File: config.mk
export PLATFORM = sky130hd
export DESIGN_NAME = sram_burst_ctrl
export DESIGN_NICKNAME = d
export VERILOG_FILES = /design/src/rtl/sram_burst_ctrl.sv
export SDC_FILE = /design/constraint.sdc
export NUM_CORES = 1
export LEC_CHECK = 0
export BUFFER_PORTS_ARGS = -buffer_cell sky130_fd_sc_hd__buf_2
export CORE_AREA = 2 2 169 122
export CTS_BUF_LIST = sky130_fd_sc_hd__clkbuf_2
export CTS_CLUSTER_DIAMETER = 50
export CTS_CLUSTER_SIZE = 28
export DETAILED_ROUTE_END_ITERATION = 8
export DIE_AREA = 0 0 171 124
export PLACE_DENSITY = 0.77
export SYNTH_ARGS = -nofsm -noshare
export SYNTH_HDL_FRONTEND = slang
export SYNTH_SLANG_ARGS = --single-unit
File: constraint.sdc
create_clock -name clk -period 6.6 [get_ports clk]
set_input_delay 0.66 -clock clk [delete_from_list [all_inputs] [get_ports clk]]
set_output_delay 0.66 -clock clk [all_outputs]
set_load 0.01 [all_outputs]
File: src/rtl/sram_burst_ctrl.sv
// Burst controller for a synchronous single-port SRAM: valid/ready command port,
// streamed write data, pipelined read return with per-beat address.
module sram_burst_ctrl #(
    parameter int   DATA_W  = 8,
    parameter int   ADDR_W  = 10,
    parameter int   RD_LAT  = 1,
    parameter logic ACT_LVL = 1'b0
) (
    input  logic              clk,
    input  logic              reset_n,
    input  logic              cmd_valid,
    output logic              cmd_ready,
    input  logic              cmd_rd,
    input  logic [ADDR_W-1:0] cmd_addr,
    input  logic [ADDR_W-1:0] cmd_len,
    input  logic              cmd_dec,
    input  logic              cmd_wrap,
    input  logic [ADDR_W-1:0] cmd_stride,
    input  logic              cmd_abort,
    input  logic              wr_valid,
    output logic              wr_ready,
    input  logic [DATA_W-1:0] wr_data,
    output logic              rd_valid,
    output logic [DATA_W-1:0] rd_data,
    output logic [ADDR_W-1:0] rd_addr,
    output logic              busy,
    output logic              done,
    output logic              err,
    output logic              s_clk,
    output logic              s_cen,
    output logic              s_wen,
    output logic              s_oen,
    output logic [ADDR_W-1:0] s_addr,
    output logic [DATA_W-1:0] s_ddata,
    input  logic [DATA_W-1:0] s_qdata
);

    // state | meaning
    // IDLE  | waiting for a command, cmd_ready high
    // CHECK | one cycle to test the latched burst for address overflow
    // WRITE | one SRAM write per wr_valid/wr_ready handshake
    // READ  | one SRAM read issued every cycle
    // DRAIN | no new reads, waiting for the return pipeline to empty
    typedef enum logic [2:0] {IDLE, CHECK, WRITE, READ, DRAIN} state_t;

    state_t r_state, w_state_nxt;

    logic                r_rd, r_dec, r_wrap;
    logic [ADDR_W-1:0]   r_addr, r_cnt;
    logic [ADDR_W:0]     r_step;
    logic [RD_LAT-1:0]   r_pipe_v;
    logic [ADDR_W-1:0]   r_pipe_a [RD_LAT];

    logic [2*ADDR_W:0]   w_span;
    logic [2*ADDR_W+1:0] w_end;
    logic                w_overflow;
    logic [ADDR_W-1:0]   w_addr_nxt;
    logic                w_issue_wr, w_issue_rd, w_done_nxt, w_err_nxt, w_pipe_busy;

    // span is computed at full width so a long strided burst cannot alias past the top
    assign w_span      = {{(ADDR_W+1){1'b0}}, r_cnt} * {{ADDR_W{1'b0}}, r_step};
    assign w_end       = {1'b0, w_span} + {{(ADDR_W+2){1'b0}}, r_addr};
    assign w_overflow  = !r_wrap && (r_dec ? (w_span > {{(ADDR_W+1){1'b0}}, r_addr})
                                           : (w_end > {{(ADDR_W+2){1'b0}}, {ADDR_W{1'b1}}}));
    assign w_addr_nxt  = r_dec ? r_addr - r_step[ADDR_W-1:0] : r_addr + r_step[ADDR_W-1:0];
    assign w_pipe_busy = |r_pipe_v;

    assign cmd_ready = (r_state == IDLE);
    assign busy      = (r_state != IDLE);
    assign wr_ready  = (r_state == WRITE) && !cmd_abort;
    assign s_clk     = clk;

    always_ff @(posedge clk) begin
        if (!reset_n) r_state <= IDLE;
        else          r_state <= w_state_nxt;
    end

    always_comb begin
        w_state_nxt = r_state;
        w_issue_wr  = 1'b0;
        w_issue_rd  = 1'b0;
        w_done_nxt  = 1'b0;
        w_err_nxt   = 1'b0;
        case (r_state)
            IDLE: begin
                if (cmd_valid) w_state_nxt = CHECK;
            end
            CHECK: begin
                if (w_overflow) begin
                    w_err_nxt   = 1'b1;
                    w_state_nxt = IDLE;
                end else begin
                    w_state_nxt = r_rd ? READ : WRITE;
                end
            end
            WRITE: begin
                w_issue_wr = wr_valid && !cmd_abort;
                if (cmd_abort || (w_issue_wr && r_cnt == '0)) begin
                    w_done_nxt  = 1'b1;
                    w_state_nxt = IDLE;
                end
            end
            READ: begin
                w_issue_rd = !cmd_abort;
                if (cmd_abort || r_cnt == '0) w_state_nxt = DRAIN;
            end
            DRAIN: begin
                if (!w_pipe_busy) begin
                    w_done_nxt  = 1'b1;
                    w_state_nxt = IDLE;
                end
            end
            default: w_state_nxt = IDLE;
        endcase
    end

    always_ff @(posedge clk) begin
        if (!reset_n) begin
            r_rd     <= 1'b0;
            r_dec    <= 1'b0;
            r_wrap   <= 1'b0;
            r_addr   <= '0;
            r_cnt    <= '0;
            r_step   <= '0;
            r_pipe_v <= '0;
            for (int i = 0; i < RD_LAT; i++) r_pipe_a[i] <= '0;
            s_cen    <= ~ACT_LVL;
            s_wen    <= ~ACT_LVL;
            s_oen    <= ~ACT_LVL;
            s_addr   <= '0;
            s_ddata  <= '0;
            rd_valid <= 1'b0;
            rd_data  <= '0;
            rd_addr  <= '0;
            done     <= 1'b0;
            err      <= 1'b0;
        end else begin
            if (r_state == IDLE && cmd_valid) begin
                r_rd   <= cmd_rd;
                r_dec  <= cmd_dec;
                r_wrap <= cmd_wrap;
                r_addr <= cmd_addr;
                r_cnt  <= cmd_len;
                r_step <= {1'b0, cmd_stride} + (ADDR_W+1)'(1);
            end
            if (w_issue_wr || w_issue_rd) begin
                r_addr <= w_addr_nxt;
                r_cnt  <= r_cnt - ADDR_W'(1);
                s_addr <= r_addr;
            end
            if (w_issue_wr) s_ddata <= wr_data;
            s_cen <= (w_issue_wr || w_issue_rd) ? ACT_LVL : ~ACT_LVL;
            s_wen <= w_issue_wr ? ACT_LVL : ~ACT_LVL;
            s_oen <= w_issue_rd ? ACT_LVL : ~ACT_LVL;

            // stage 0 lines up with the registered read strobe
            r_pipe_v[0] <= w_issue_rd;
            r_pipe_a[0] <= r_addr;
            for (int i = 1; i < RD_LAT; i++) begin
                r_pipe_v[i] <= r_pipe_v[i-1];
                r_pipe_a[i] <= r_pipe_a[i-1];
            end
            rd_valid <= r_pipe_v[RD_LAT-1];
            if (r_pipe_v[RD_LAT-1]) begin
                rd_data <= s_qdata;
                rd_addr <= r_pipe_a[RD_LAT-1];
            end
            done <= w_done_nxt;
            err  <= w_err_nxt;
        end
    end

endmodule
==> results of run 1 <==
==> worst max-delay path, stage by stage, from the launching register on <==
cell,delay (ns)
dfxtp_1,0.42
buf_4,0.22
nand2_1,0.11
fa_1,0.53
fa_1,0.55
inv_1,0.07
fa_1,0.53
fa_1,0.56
inv_1,0.06
fa_1,0.54
inv_1,0.04
ha_1,0.42
a21oi_2,0.12
o21ai_1,0.42
or2_2,0.21
o211ai_1,0.14
nor4_2,0.34
nand2_1,0.12
xnor2_1,0.14
a2111oi_2,0.34
buf_4,0.20
a21oi_1,0.08
nor2b_1,0.14
==> sequential cells by signal (all words and copies together), names as in the netlist, 3 cells and up <==
signal / flops
r_addr: 10
r_cnt: 10
r_pipe_a: 10
r_state: 3
r_step: 11
rd_addr: 10
rd_data: 8
s_addr: 10
s_ddata: 8
==> kinds of logic (layout without fill, tap and decap cells) <==
| group | count (synthesis) | count (layout) |
|---|---|---|
| buffers and inverters | 153 | 260 |
| AND/OR/NAND/NOR | 363 | 363 |
| multiplexers | 21 | 21 |
| adder cells (fa/ha/maj) | 160 | 160 |
| XOR/XNOR | 38 | 38 |
| flip-flops | 90 | 90 |
| AO/OA/AOI/OAI | 190 | 190 |
==> what timing repair did <==
| item | in CTS | in global routing |
|---|---|---|
| resized for setup | 0 | 21 |
| hold endpoints to repair | 0 | 0 |
| endpoints found under the setup margin | 0 | 3 |
| setup buffers | 0 | 2 |
==> worst max-delay path by stage <==
stage,slack (ns),from,endpoint
after floorplan,0.07,r_cnt[3],err
after global placement,0.29,r_cnt[3],err
after detailed placement,0.17,r_cnt[3],err
after CTS,0.17,r_cnt[3],err
after global routing,-0.05,r_cnt[6],err
final,0.25,r_step[0],err
==> cell type report <==
class	count	area (µm²)
Clock buffer	13	65.1
Fill cell	1809	9640
Tap cell	270	338
Sequential cell	90	1820
Inverter	99	372
Timing Repair Buffer	141	813
Clock inverter	7	81.3
Multi-Input combinational cell	772	6350
==> metal layers <==
layer / vias up / track usage, %
met5: - / 0
met3: 21 / 5.24
met4: 0 / 3.97
met1: 3567 / 32.4
li1: 3589 / -
met2: 276 / 31.9
==> cell usage in the layout (no fill, tap or decap), types with 10 or more instances in the layout <==
cell type,synthesis,layout
and2_1,74,73
dfxtp_1,90,81
o211ai_1,18,18
buf_2,1,99
clkbuf_2,0,12
ha_1,88,84
mux2i_1,21,21
and3_1,14,14
xor2_1,10,10
a21oi_1,31,30
xnor2_1,27,26
inv_1,99,99
nor2b_1,28,28
nand3_1,22,22
o21ai_0,22,22
fa_1,72,72
a21boi_0,27,26
o211a_1,18,18
nand2_1,135,135
nor3_1,15,15
buf_4,1,43
nor2_1,42,42
==> power by group <==
group	switching [mW]	internal, mW	total, mW
combinational	0.983	0.683	1.67
sequential	0.0959	0.611	0.706
clock	0.235	0.0815	0.316
total	1.31	1.37	2.69
==> reports/results.ini, run 1 <==
[synthesis]
netlist_area_um2 = 8660
yosys.area.top_type_share_pct = 20.8
synth_top_cells_by_area = dfxtp_1 21%, fa_1 17%, ha_1 13%
synth-compound-area-share_pct = 15.8
yosysSeqAreaShare_pct = 20.8
synth_xor_area_share_pct = 3.93
async_flop_share_pct = 0
netlist_instances = 1015
synthMuxAreaShare_pct = 2.43
synth_most_common_cell = nand2_1
syn-mean-instance-area_um2 = 8.53
synth.distinct_cells = 61
synthAdderAreaFrac_pct = 29.4
synth_area_leader_cell = dfxtp_1
synth-simple-area-share_pct = 21.0
synth-edff-count = 0
synth_common_cells = 135 x nand2_1, 99 x inv_1, 90 x dfxtp_1
synth_ff_type = dfxtp_1
ys_warn_count = 0
synth_seq_cells = 90
syn-num-nets = 1229
synth_top_family_by_area = adder cells

[floorplan]
io_pins = 100
initial_core_util_pct = 44.5
die_area_um2 = 21200
num_rows = 43
die_h_um = 124
die-width_um = 171
fp.coreArea_um2 = 19500

[place]
dp_hpwl_mm = 17.3
gp_congestion = 0.939
place_ws_ns = 0.174
port_buffers = 99
dp.cells = 1371
placed_cell_area_um2 = 9600

[cells_and_area]
final_cell_count_no_fill = 1392
nets = 1331
syn_to_final_growth_pct = 13.6
final_area_um2 = 9840
diodes = 0
final_util_pct = 50.5
layout-drive-gt1-share_pct = 17.6

[grt]
grt_pass1_wl_mm = 36.5
grt_use_total_pct = 21.7
antenna_found_initial = 0
grt_max_degree = 90
grt_pass1_vias = 7303
globalRouteOverflowTotal = 0

[worst_setup_path]
cp.arrival_ns = 7.00
endpoint_kind = flip-flop
regToRegSetupSlack_ns = 0.25
crit_fanout = 13
worstPathRequired_ns = 7.25
r2r_start = r_step[0]
start_kind = flip-flop
critPathKind = reg -> reg
r2r_cells = 22
r2r-end = err

[sta]
fmax_ghz = 0.158
finalSetupTns_ns = 0
slew_headroom_pct = 22.9
post-route-period-util_pct = 96.2
worst_slack_ns = 0.253
setup_violations = 0
finClkSkew_ns = 0.0441
worstMarginPinSlew_ns = 1.15
timing.hold.ws_ns = 0.156
drv_slew = 0
period_needed_ns = 6.35
hold_viol_final = 0

[min_path]
min_from = cmd_rd
hp-class = in -> reg
holdPathStages = 3
min_to = r_rd

[routing]
wl_per_cell_um = 15.7
ant_nets = 0
vias_per_cell = 5.35
dr_wl_met3_mm = 1.81
top_layer = met4
drc = 0
drtIter0Drc = 743
wl_met2_mm = 9.00
totalWireLength_mm = 21.8
wl_met1_mm = 10.8
vias = 7453
drtPass1Iterations = 5

[job]
maxCapViolCount = 0

[power]
p_leak_nw = 4.82
vdd_ir_drop_max_uv = 98.4
power_mw = 2.69
power_per_cell_area_nw_per_um2 = 273

[clocking]
cts_hold_buf = 0
cts_tree = done
path_clk_slew_ns = 0.30
clk_latency_ns = 0.70

[status]
run_status = complete, no violations

Power figures use the tool's default switching activity.
==> inputs of run 2 (changes only) <==
- CELL_PAD_IN_SITES_DETAIL_PLACEMENT: unset -> 2
- CELL_PAD_IN_SITES_GLOBAL_PLACEMENT: unset -> 2
- CORE_AREA: 2 2 169 122 -> 2 2 194 139
- DIE_AREA: 0 0 171 124 -> 0 0 196 141
- PLACE_DENSITY: 0.77 -> 0.9
- SETUP_SLACK_MARGIN: unset -> 0.5
==> reports/results.ini, run 2 (same netlist as run 1, synthesis figures left out) <==
[status]
run_status = finished, violations left
violations = negative setup slack

[job]
maxCapViolCount = 0  ; unchanged

[grt]
grt_pass1_wl_mm = 61.7  ; +69%
grt_use_total_pct = 30.0  ; +8.3 points
globalRouteOverflowTotal = 0  ; unchanged
antenna_found_initial = 3  ; +3
grt_pass1_vias = 9710  ; +33%
grt_max_degree = 90  ; unchanged

[worst_setup_path]
r2r_start = r_step[6]
start_kind = flip-flop
regToRegSetupSlack_ns = -0.44  ; -0.69 ns
worstPathRequired_ns = 7.31  ; +0.06 ns
endpoint_kind = flip-flop
r2r_cells = 23  ; +4.5%
critPathKind = reg -> reg
crit_fanout = 7  ; -6
r2r-end = err
cp.arrival_ns = 7.75  ; +0.75 ns

[floorplan]
io_pins = 100  ; unchanged
die_h_um = 141  ; +14%
fp.coreArea_um2 = 26000  ; +34%
initial_core_util_pct = 33.3  ; -11 points
die-width_um = 196  ; +15%
num_rows = 50  ; +16%
die_area_um2 = 27600  ; +30%

[power]
p_sw_share_pct = 53.8  ; +4.9 points
p_leak_nw = 5.02  ; +4.1%
power_per_cell_area_nw_per_um2 = 322  ; +18%
vdd_ir_drop_max_uv = 104  ; +5.4%
clkPwrFrac_pct = 9.0  ; -2.8 points
seqPwrFrac_pct = 21.4  ; -4.9 points
power_mw = 3.38  ; +26%
p_sw_mw = 1.82  ; +38%
combPwrFrac_pct = 69.5  ; +7.5 points
p_int_mw = 1.56  ; +14%

[sta]
slew_headroom_pct = 18.2  ; -4.7 points
timing.hold.ws_ns = 0.0898  ; -0.0659 ns
worst_slack_ns = -0.438  ; -0.691 ns
setup_violations = 3  ; +3
fmax_ghz = 0.142  ; -9.8%
period_needed_ns = 7.04  ; +0.691 ns
worstMarginPinSlew_ns = 1.23  ; +0.0708 ns
hold_viol_final = 0  ; unchanged
drv_slew = 0  ; unchanged
post-route-period-util_pct = 107  ; +10 points
finClkSkew_ns = 0.0422  ; -0.00183 ns
rsz0062_at_grt = true

[cells_and_area]
final_cell_mix = 130 x nand2_1, 99 x buf_2, 91 x inv_1, 78 x ha_1, 77 x dfxtp_1
nets = 1358  ; +2.0%
largest_reg_flops = 11  ; unchanged
syn_to_final_growth_pct = 21.0
top_register = r_step
final_common_cell = nand2_1
fill_cells = 2884  ; +59%
final_area_um2 = 10500  ; +6.6%
final_cell_count_no_fill = 1489  ; +7.0%
layout-drive-gt1-share_pct = 24.0  ; +6.4 points

[routing]
wl_per_cell_um = 28.6  ; +82%
ant_nets = 0  ; unchanged
totalWireLength_mm = 42.6  ; +95%
drtIter0Drc = 607  ; -18%
vias_per_cell = 5.82  ; +8.6%
drc = 0  ; unchanged
drtPass1Iterations = 6  ; +1
vias = 8660  ; +16%

[place]
dp.cells = 1437  ; +4.8%
placed_cell_area_um2 = 9760  ; +1.7%
port_buffers = 99  ; unchanged
gp_congestion = 0.857  ; -8.7%
dp_hpwl_mm = 27.5  ; +59%

[clocking]
cts_tree = done
path_clk_slew_ns = 0.31  ; about the same
clk_latency_ns = 0.79  ; +0.09 ns

[min_path]
min_to = r_rd
hp-class = in -> reg
min_from = cmd_rd
holdPathStages = 3  ; unchanged

run 2: through the flow:
stage	TNS [ns]	setup slack, ns	utilization (%)
floorplan	0	0.500	-
global route	-1.54	-0.529	40.3
detailed placement	-0.621	-0.256	37.5
finish	-1.27	-0.438	40.3
global placement	0	0.172	37.5
CTS	0	0.166	39.3
run 2: per-layer routing:
metal  GRT usage, %  vias up  wire (µm)
li1               -     3646          -
met3           6.17      180       2560
met1           34.2     4406      16600
met5              0        -         13
met2           53.1      426      20700
met4           16.0        2       2710
run 2: final cells by class:
| cell class | instances | area [µm²] | share of cell area [%] |
|---|---|---|---|
| multi-input cells | 772 | 6700 | 63.9 |
| flip-flops and latches | 90 | 1840 | 17.5 |
| repair buffers | 168 | 1030 | 9.87 |
| well taps | 338 | 423 | 4.03 |
| inverters | 99 | 372 | 3.54 |
| clock buffers | 14 | 70.1 | 0.668 |
| clock inverters | 5 | 38.8 | 0.370 |
| diodes | 3 | 7.51 | 0.0716 |
run 2: repair_timing:
action,in CTS,in global routing
setup endpoints to repair,3,3
resized for setup,54,34
pin swaps,22,29
buffers inserted,18,13
hold buffers,0,0
run 2: worst max-delay path, stage by stage, from the launching register on:
cell      delay, ns
dfxtp_4        0.44
buf_8          0.13
buf_4          0.17
and2_1         0.17
fa_1           0.55
fa_1           0.48
fa_1           0.57
fa_1           0.59
inv_1          0.08
fa_1           0.60
inv_1          0.08
ha_1           0.32
buf_4          0.17
nand2_1        0.12
nor2_1         0.34
o211ai_1       0.20
a211oi_2       0.38
and3_1         0.30
buf_4          0.16
nand4_1        0.27
o31ai_4        0.42
buf_4          0.22
a21oi_4        0.07
nor2b_4        0.12
run 2: worst max path at each step:
stage,from,to,slack [ns],depth (start not counted)
6_report,r_step[6],err,-0.44,23
5_1_grt,r_cnt[8],err,-0.53,19
4_1_cts,r_step[5],err,0.17,26
3_5_place_dp,r_cnt[3],err,-0.26,27
3_3_place_gp,r_cnt[2],err,0.17,23
2_1_floorplan,r_cnt[3],err,0.50,26
run 2: power by group through the flow:
stage                     clock, mW  combinational, mW  sequential (mW)
after floorplan              0.0125               1.20            0.666
after global placement      0.00916               1.63            0.710
after detailed placement    0.00916               1.83            0.722
after CTS                     0.302               1.99            0.714
after global routing          0.334               2.47            0.729
final                         0.305               2.35            0.725
==> inputs of run 3 (changes only) <==
- SKIP_CTS_REPAIR_TIMING: unset -> 1
==> reports/results.ini, run 3 (same netlist as run 1, synthesis figures left out) <==
[status]
run_status = finished, violations left
violations = negative setup slack

[cells_and_area]
layout-drive-gt1-share_pct = 23.0  ; -0.97 points
largest_reg_flops = 11  ; unchanged
final_area_um2 = 10400  ; -1.0%
syn_to_final_growth_pct = 19.8
seqCellArea_um2 = 1840  ; -0.14%
final_cell_count_no_fill = 1484  ; -0.34%
final_cell_mix = 130 x nand2_1, 99 x buf_2, 91 x inv_1, 79 x dfxtp_1, 78 x ha_1
multi_input_area_um2 = 6610  ; -1.3%
top_register = r_step
fill_cells = 2895  ; +0.38%
nets = 1354  ; -0.29%
final_common_cell = nand2_1

[floorplan]
initial_core_util_pct = 33.3  ; unchanged
fp.coreArea_um2 = 26000  ; unchanged
die_area_um2 = 27600  ; unchanged
die-width_um = 196  ; unchanged
io_pins = 100  ; unchanged
die_h_um = 141  ; unchanged
num_rows = 50  ; unchanged

[power]
p_int_mw = 1.54  ; -1.4%
seqPwrFrac_pct = 22.1  ; +0.7 points
p_sw_mw = 1.76  ; -3.1%
p_sw_share_pct = 53.4  ; -0.44 points
combPwrFrac_pct = 68.5  ; -1.0 points
vdd_ir_drop_max_uv = 127  ; +22%
power_per_cell_area_nw_per_um2 = 318  ; -1.3%
p_leak_nw = 4.97  ; -1.0%
clkPwrFrac_pct = 9.4  ; +0.4 points

[grt]
use_met1_pct = 31.0  ; -3.2 points
grt_max_degree = 90  ; unchanged
grt_pass1_wl_mm = 53.0  ; -14%
grt_use_total_pct = 25.2  ; -4.8 points
grt_pass1_vias = 8979  ; -7.5%
grt-busiest-layer = met2
met3_usage_pct = 5.81  ; -0.36 points
grt_util_met2_pct = 43.5  ; -9.6 points
globalRouteOverflowTotal = 0  ; unchanged
antenna_found_initial = 2  ; -1

[sta]
drv_slew = 0  ; unchanged
timing.hold.ws_ns = 0.122  ; +0.0322 ns
worstMarginPinSlew_ns = 1.17  ; -0.0523 ns
finClkSkew_ns = 0.0383  ; -0.00390 ns
worst_slack_ns = -0.362  ; +0.0766 ns
slew_headroom_pct = 21.7  ; +3.5 points
rsz0062_at_grt = true
finalSetupTns_ns = -1.05  ; +0.228 ns
hold_viol_final = 0  ; unchanged
fmax_ghz = 0.144  ; +1.1%
setup_violations = 3  ; unchanged
period_needed_ns = 6.96  ; -0.0766 ns
post-route-period-util_pct = 105  ; -1.2 points

[worst_setup_path]
critPathKind = reg -> reg
endpoint_kind = flip-flop
critPathMaxStageDelay_ns = 0.59  ; about the same
cp.arrival_ns = 7.66  ; -0.09 ns
crit_top_cell = fa_1
start_kind = flip-flop
worstPathRequired_ns = 7.30  ; about the same
crit_fanout = 6  ; -1
cpMaxStageDelayCell = fa_1

[place]
gp_congestion = 0.857  ; unchanged
place_ws_ns = -0.256  ; unchanged
dp_hpwl_mm = 27.5  ; unchanged
dp.cells = 1437  ; unchanged
port_buffers = 99  ; unchanged
placed_cell_area_um2 = 9760  ; unchanged

[routing]
vias = 8544  ; -1.3%
drc = 0  ; unchanged
drtPass1Iterations = 5  ; -1
totalWireLength_mm = 40.7  ; -4.3%
wl_per_cell_um = 27.5  ; -4.0%
drtIter0Drc = 601  ; -0.99%
ant_nets = 0  ; unchanged
vias_per_cell = 5.76  ; -1.0%

[job]
maxCapViolCount = 0  ; unchanged

[clocking]
clk_latency_ns = 0.76  ; -0.03 ns
path_clk_slew_ns = 0.29  ; -0.02 ns
cts_tree = done

[min_path]
hp-class = in -> reg

==> run 3: cell types whose count changed in the layout (fill, tap and decap cells not counted), sizes merged <==
cell	previous run	this run
buf	169	165
diode	3	2
==> run 3: routing by layer <==
metal  up-vias  share of wire, %
met3       172               5.9
met1      4331                39
met2       404                49
met4         0               6.2
li1       3637                 -
met5         -                 0
==> run 3: path summary, 6_finish.rpt <==
path,start,end,slack [ns],cells after the start
hold / removal,cmd_dec,r_dec,0.12,3
setup / recovery,r_step[5],err,-0.36,29
hold reg to reg,s_addr[6],s_addr[6],0.49,2
setup reg to reg,r_step[5],err,-0.36,29
==> run 3: critical path: cells and delay by family (launching register included) <==
family	cells	cell delay, ns
adders and majority gates	7	3.38
AOI/OAI and AO/OA	7	1.27
buffers and inverters	8	0.77
and+or+nand+nor	6	0.74
DFF	1	0.43
xor gates and xnor gates	1	0.31
==> run 3: power by group through the flow <==
stage | clock network, mW | logic, mW | registers (mW)
6_report | 0.310 | 2.26 | 0.728
5_1_grt | 0.339 | 2.39 | 0.734
4_1_cts | 0.302 | 1.86 | 0.712
3_5_place_dp | 0.00916 | 1.83 | 0.722
3_3_place_gp | 0.00916 | 1.63 | 0.710
2_1_floorplan | 0.0125 | 1.20 | 0.666
==> run 3: stage by stage <==
step | utilization, % | power [mW]
floorplan | - | 1.88
global placement | 37.5 | 2.35
detailed placement | 37.5 | 2.56
CTS | 37.9 | 2.87
global route | 39.9 | 3.46
finish | 39.9 | 3.30
==> run 3: final cells by class <==
type	instances	share of cell area, %
multi-input cells	772	63.7
flip-flops and latches	90	17.7
repair buffers	164	9.81
well taps	338	4.08
inverters	99	3.58
clock buffers	14	0.675
clock inverters	5	0.374
diodes	2	0.0482
